### src/rtl/nonce_result_scanner.sv
`timescale 1ns/1ps
// -----------------------------------------------------------------------------
// nonce_result_scanner
//
// Purpose
//   Scans NUM_NONCES consecutive 32-bit hash result words from a synchronous
//   memory, finds the smallest word (lowest index wins on ties), counts the
//   words strictly below a difficulty target, then writes a two-word summary
//   back to memory and pulses done for one cycle.
//
//   Memory timing: an address registered on edge k returns its word on
//   mem_read_data in time to be captured on edge k+2. Reads are issued one per
//   cycle with no wait states, so capture runs one edge behind issue.
//
//   Summary layout (written at result_addr, result_addr+1):
//     word 0 : best_hash
//     word 1 : {found, 20'b0, pass_count[5:0], best_nonce[4:0]}
//
// Ports
//   clk             in   1   single clock, all state changes on rising edge
//   reset           in   1   synchronous, active-high
//   start           in   1   begin a scan (only looked at in IDLE)
//   hash_addr       in   16  address of the word for nonce 0
//   result_addr     in   16  base address of the two-word summary
//   target          in   32  unsigned threshold, stable from start to done
//   mem_clk         out  1   memory clock (same as clk)
//   mem_we          out  1   memory write enable (summary writes only)
//   mem_addr        out  16  registered memory address
//   mem_write_data  out  32  registered memory write data
//   mem_read_data   in   32  memory read data
//   done            out  1   one-cycle completion pulse
//   found           out  1   at least one word strictly below target
//   best_nonce      out  5   index of the minimum word
//   best_hash       out  32  value of the minimum word
//   pass_count      out  6   number of words strictly below target
// -----------------------------------------------------------------------------
module nonce_result_scanner #(
    parameter int NUM_NONCES = 16
) (
    input  logic        clk,
    input  logic        reset,
    input  logic        start,
    input  logic [15:0] hash_addr,
    input  logic [15:0] result_addr,
    input  logic [31:0] target,
    output logic        mem_clk,
    output logic        mem_we,
    output logic [15:0] mem_addr,
    output logic [31:0] mem_write_data,
    input  logic [31:0] mem_read_data,
    output logic        done,
    output logic        found,
    output logic [4:0]  best_nonce,
    output logic [31:0] best_hash,
    output logic [5:0]  pass_count
);

    // -------------------------------------------------------------------------
    // Constants
    // -------------------------------------------------------------------------
    // The scan counter holds (edges spent in SCAN) - 1. Its value before an
    // edge tells us which step of the pipelined read that edge performs.
    //   issue  : counter <  NUM_NONCES-1  -> advance mem_addr
    //   capture: counter >= 1             -> word (counter-1) is on the bus
    //   leave  : counter == NUM_NONCES    -> last word captured this edge
    localparam logic [5:0] ISSUE_LAST = 6'(NUM_NONCES - 1);
    localparam logic [5:0] LAST_CNT   = 6'(NUM_NONCES);
    localparam logic [31:0] HASH_INIT = 32'hFFFF_FFFF;

    typedef enum logic [2:0] {
        IDLE     = 3'd0,
        SCAN     = 3'd1,
        WR_HASH  = 3'd2,
        WR_NONCE = 3'd3,
        FINISH   = 3'd4
    } state_e;

    // -------------------------------------------------------------------------
    // State and datapath registers
    // -------------------------------------------------------------------------
    state_e      state_q, state_d;
    logic [5:0]  scan_cnt_q, scan_cnt_d;
    logic        mem_we_q, mem_we_d;
    logic [15:0] mem_addr_q, mem_addr_d;
    logic [31:0] mem_wdata_q, mem_wdata_d;
    logic        done_q, done_d;
    logic        found_q, found_d;
    logic [4:0]  best_nonce_q, best_nonce_d;
    logic [31:0] best_hash_q, best_hash_d;
    logic [5:0]  pass_count_q, pass_count_d;

    // Capture-side decode for the current SCAN edge.
    logic        capture;
    logic [4:0]  word_idx;

    assign capture  = (state_q == SCAN) && (scan_cnt_q != 6'd0);
    // Counter value N means word N-1 is on the bus; 5-bit wrap maps 32 -> 31.
    assign word_idx = 5'(scan_cnt_q - 6'd1);

    // -------------------------------------------------------------------------
    // Process 1: state register
    // -------------------------------------------------------------------------
    // NOTE: sequential state is updated with non-blocking assignments so every
    // register samples the pre-edge values of all others, matching hardware.
    always_ff @(posedge clk) begin
        if (reset) begin
            state_q <= IDLE;
        end else begin
            state_q <= state_d;
        end
    end

    // -------------------------------------------------------------------------
    // Process 2: next-state logic
    // -------------------------------------------------------------------------
    // NOTE: every combinational output gets a default before the case so no
    // path leaves it unassigned, which would otherwise infer a latch.
    always_comb begin
        state_d = state_q;
        unique case (state_q)
            IDLE:     if (start) state_d = SCAN;
            SCAN:     if (scan_cnt_q == LAST_CNT) state_d = WR_HASH;
            WR_HASH:  state_d = WR_NONCE;
            WR_NONCE: state_d = FINISH;
            FINISH:   state_d = IDLE;
            default:  state_d = IDLE;
        endcase
    end

    // -------------------------------------------------------------------------
    // Process 3: output / datapath next-value logic
    // -------------------------------------------------------------------------
    // mem_we and done default low: they are only raised by the summary writes
    // and the FINISH step, and drop again on the following edge. Every other
    // register holds unless a state explicitly changes it.
    always_comb begin
        scan_cnt_d   = scan_cnt_q;
        mem_we_d     = 1'b0;
        mem_addr_d   = mem_addr_q;
        mem_wdata_d  = mem_wdata_q;
        done_d       = 1'b0;
        found_d      = found_q;
        best_nonce_d = best_nonce_q;
        best_hash_d  = best_hash_q;
        pass_count_d = pass_count_q;

        unique case (state_q)
            IDLE: begin
                if (start) begin
                    // Issue the read for word 0 and clear the results.
                    scan_cnt_d   = 6'd0;
                    mem_addr_d   = hash_addr;
                    best_hash_d  = HASH_INIT;
                    best_nonce_d = 5'd0;
                    pass_count_d = 6'd0;
                    found_d      = 1'b0;
                end
            end

            SCAN: begin
                scan_cnt_d = scan_cnt_q + 6'd1;

                // Issue side: one new address per cycle, then hold.
                if (scan_cnt_q < ISSUE_LAST) begin
                    mem_addr_d = mem_addr_q + 16'd1;
                end

                // Capture side. Strict compare keeps the earlier index on ties.
                if (capture) begin
                    if (mem_read_data < best_hash_q) begin
                        best_hash_d  = mem_read_data;
                        best_nonce_d = word_idx;
                    end
                    if (mem_read_data < target) begin
                        pass_count_d = pass_count_q + 6'd1;
                        found_d      = 1'b1;
                    end
                end
            end

            WR_HASH: begin
                mem_we_d    = 1'b1;
                mem_addr_d  = result_addr;
                mem_wdata_d = best_hash_q;
            end

            WR_NONCE: begin
                mem_we_d    = 1'b1;
                mem_addr_d  = result_addr + 16'd1;
                mem_wdata_d = {found_q, 20'b0, pass_count_q, best_nonce_q};
            end

            FINISH: begin
                done_d = 1'b1;
            end

            default: begin
                // Unreachable encodings fall back to IDLE via the state logic;
                // the datapath simply holds with writes disabled.
            end
        endcase
    end

    // -------------------------------------------------------------------------
    // Datapath registers
    // -------------------------------------------------------------------------
    always_ff @(posedge clk) begin
        if (reset) begin
            scan_cnt_q   <= 6'd0;
            mem_we_q     <= 1'b0;
            mem_addr_q   <= 16'd0;
            mem_wdata_q  <= 32'd0;
            done_q       <= 1'b0;
            found_q      <= 1'b0;
            best_nonce_q <= 5'd0;
            best_hash_q  <= HASH_INIT;
            pass_count_q <= 6'd0;
        end else begin
            scan_cnt_q   <= scan_cnt_d;
            mem_we_q     <= mem_we_d;
            mem_addr_q   <= mem_addr_d;
            mem_wdata_q  <= mem_wdata_d;
            done_q       <= done_d;
            found_q      <= found_d;
            best_nonce_q <= best_nonce_d;
            best_hash_q  <= best_hash_d;
            pass_count_q <= pass_count_d;
        end
    end

    // -------------------------------------------------------------------------
    // Outputs
    // -------------------------------------------------------------------------
    assign mem_clk        = clk;
    assign mem_we         = mem_we_q;
    assign mem_addr       = mem_addr_q;
    assign mem_write_data = mem_wdata_q;
    assign done           = done_q;
    assign found          = found_q;
    assign best_nonce     = best_nonce_q;
    assign best_hash      = best_hash_q;
    assign pass_count     = pass_count_q;

endmodule

### config.mk
export PLATFORM = sky130hd
export DESIGN_NAME = nonce_result_scanner
export DESIGN_NICKNAME = d
export VERILOG_FILES = /design/src/rtl/nonce_result_scanner.sv
export SDC_FILE = /design/constraint.sdc
export NUM_CORES = 1
export LEC_CHECK = 0
export CORE_MARGIN = 3
export CORE_UTILIZATION = 49
export CTS_BUF_LIST = sky130_fd_sc_hd__clkbuf_16
export DETAILED_ROUTE_END_ITERATION = 12
export PLACE_DENSITY = 0.82
export SLEW_MARGIN = 20
export SYNTH_ARGS = -nofsm -noshare
export SYNTH_HDL_FRONTEND = slang
export SYNTH_SLANG_ARGS = --single-unit
### constraint.sdc
create_clock -name clk -period 8.48 [get_ports clk]
set_clock_uncertainty 0.1 [all_clocks]
set_input_delay 0.848 -clock clk [delete_from_list [all_inputs] [get_ports clk]]
set_output_delay 0.848 -clock clk [all_outputs]
set_load 0.01 [all_outputs]
==> impl_metrics.tcl <==
set metrics [dict create \
    fillers 1123 \
    hpwl_um 13900 \
    synth_cell_types 54 \
    synth_top_area_share_pct 30.4 \
    fin_area_mm2 0.00915 \
    first_global_vias 6236 \
    placed_area_mm2 0.00877 \
    die_w_um 124 \
    slew_headroom_pct 51.5 \
    setup_violations 0 \
    mostFrequentLayoutCells "clkdlybuf4s50_1, dfxtp_1, nor2_1" \
    final_common_cell "clkdlybuf4s50_1" \
    ir_drop_mv 0.0859 \
    avgViaCountPerCell 5.61 \
    grt_max_degree 69 \
    report.final.hold_viol_count 0 \
    rsz0062_at_grt "false" \
    routed_wl_um 19200 \
    hold_start "mem_write_data[26]" \
    ys_seq_elements 103 \
    critPathMaxFanout 2 \
    syn-num-nets 1013 \
    drv_cap 0 \
    io-pin-count 194 \
    final_cells 1191 \
    path_clk_slew_ps 70 \
    initial_core_util_pct 50.6 \
    synthToLayoutAreaGrowth_pct 35.0 \
    yosys-top-cells-area "dfxtp_1, ha_1, mux2i_1" \
    async_flop_share_pct 0 \
    maxSlewViolCount 0 \
    fin_nets 1175 \
    post_cts_buffers 0 \
    track_usage_pct 24.6 \
    min_path_type "flip-flop to flip-flop" \
    grt_pass1_wl_um 30100 \
    dieArea_mm2 0.0153 \
    cp.required_ps 7530 \
    drtIter0Drc 441 \
    ff_latch_area_mm2 0.00206 \
    core_area_mm2 0.0134 \
    tightest_slew_ps 727 \
    dp_slack_ps 2840 \
    r2r_start "state_q[0]" \
    gp_congestion 0.873 \
    cts_hold_buffers 0 \
    antenna_cells 0 \
    clock_latency_ps 460 \
    cts_resized 0 \
    r2r_cells 11 \
    grt-ovfl-total 0 \
    endpoint_kind "primary output" \
    chipHeight_um 124 \
    cts_tree "built" \
    rows 42 \
    drive_gt1_share_pct 4.73 \
    yosys.area.top_type "dfxtp_1" \
    wl_per_cell_um 16.1 \
    p_per_area_mw_per_mm2 138 \
    worstSetupPathType "clock port to primary output" \
    crit_path_start_kind "clock port" \
    status "finished clean" \
    min_path_cells 2 \
    via_count 6684 \
    startpoint "clk" \
    yosysSeqAreaShare_pct 30.4 \
    power.leakage_nw 4.24 \
    dpl.cell_count 1172 \
    synthesis.area_mm2 0.00678 \
    fin_ws_ps 2580 \
    synth_flop_cell "dfxtp_1" \
    finalSetupTns_ps 0 \
    synth_edf_count 0 \
    avgSynthCellArea_um2 7.99 \
    antenna_found_initial 0 \
    crit_arrival_ps 4950 \
    drc 0 \
    multi_input_area_mm2 0.00424 \
    drtAntennaViolNets 0 \
    ys.warnings.count 0 \
    syn_inst 848 \
    port_buffers 193 \
    rrSetupSlack_ps 5250 \
    first_pass_iters 5 \
]
## stage by stage
step / hold WS, ps / total power (W) / utilization [%]
finish: 350 / 0.00126 / 68.3
global route: 368 / 0.00132 / 68.3
CTS: 353 / 0.00127 / 68.2
detailed placement: 345 / 0.000782 / 65.5
global placement: 338 / 0.000777 / 65.5
floorplan: 374 / 0.000666 / -
## power breakdown
group	internal, W	total [W]	switching [W]
Clock	0.000298	0.000503	0.000205
Sequential	0.000497	0.000516	0.0000188
Combinational	0.000124	0.000245	0.000121
## critical path, cell delays in order
cell	delay (ps)
clkbuf_16	120
clkbuf_16	130
clkdlybuf4s50_1	470
## cells in the mapped netlist, types with 7 or more instances
cell / number
nand2_1: 55
ha_1: 66
xor2_1: 7
clkbuf_1: 41
nand3_1: 24
and3_1: 7
a211oi_1: 21
nor3_1: 42
xnor2_1: 11
mux2i_1: 63
dfxtp_1: 103
nand4_1: 11
o21ai_0: 14
a21oi_1: 75
o211ai_1: 7
buf_2: 7
a21o_1: 12
nor2b_1: 17
nor2_1: 97
inv_1: 67
a221oi_1: 8
nand2b_1: 7
or3_1: 25
## area by class of cell
| cell class | instances | area share, % |
|---|---|---|
| Clock buffer | 13 | 3.39 |
| Clock inverter | 7 | 0.807 |
| Inverter | 67 | 2.75 |
| Multi-Input combinational cell | 624 | 46.4 |
| Sequential cell | 103 | 22.6 |
| Tap cell | 176 | 2.41 |
| Timing Repair Buffer | 201 | 21.7 |
## sequential cells by signal (all words and copies together) (netlist names)
signal,flops
mem_write_data,32
pass_count,6
mem_addr,16
best_hash,32
best_nonce,5
state_q,3
mem_we,1
found,1
scan_cnt_q,6
done,1
## per-layer routing
metal | global-route usage, % | wire length (µm) | up-vias | part of all wire (%)
met5 | 0 | 0 | - | 0
met4 | 7.47 | 352 | 0 | 1.8
met3 | 5.77 | 1310 | 23 | 6.8
met2 | 39.9 | 8970 | 239 | 47
met1 | 32.6 | 8590 | 3113 | 45
li1 | - | - | 3309 | -
## path summary, 6_finish.rpt
| path | end |
|---|---|
| worst min-delay path | mem_write_data[26] |
| worst min register to register | mem_write_data[26] |
| worst max register to register | mem_addr[14] |
| worst max-delay path | mem_clk |
## logic make-up (layout without fill, tap and decap cells)
family	Yosys count	after routing	synth area share (%)
AO/OA/AOI/OAI	164	164	15.5
XOR/XNOR	18	18	2.33
adder cells (fa/ha/maj)	66	66	12.2
buffers and inverters	121	288	7.22
flip-flops	103	103	30.4
multiplexers	69	69	10.3
AND/OR/NAND/NOR	307	307	22.0
Note: power is estimated with default switching activity, not from simulation.
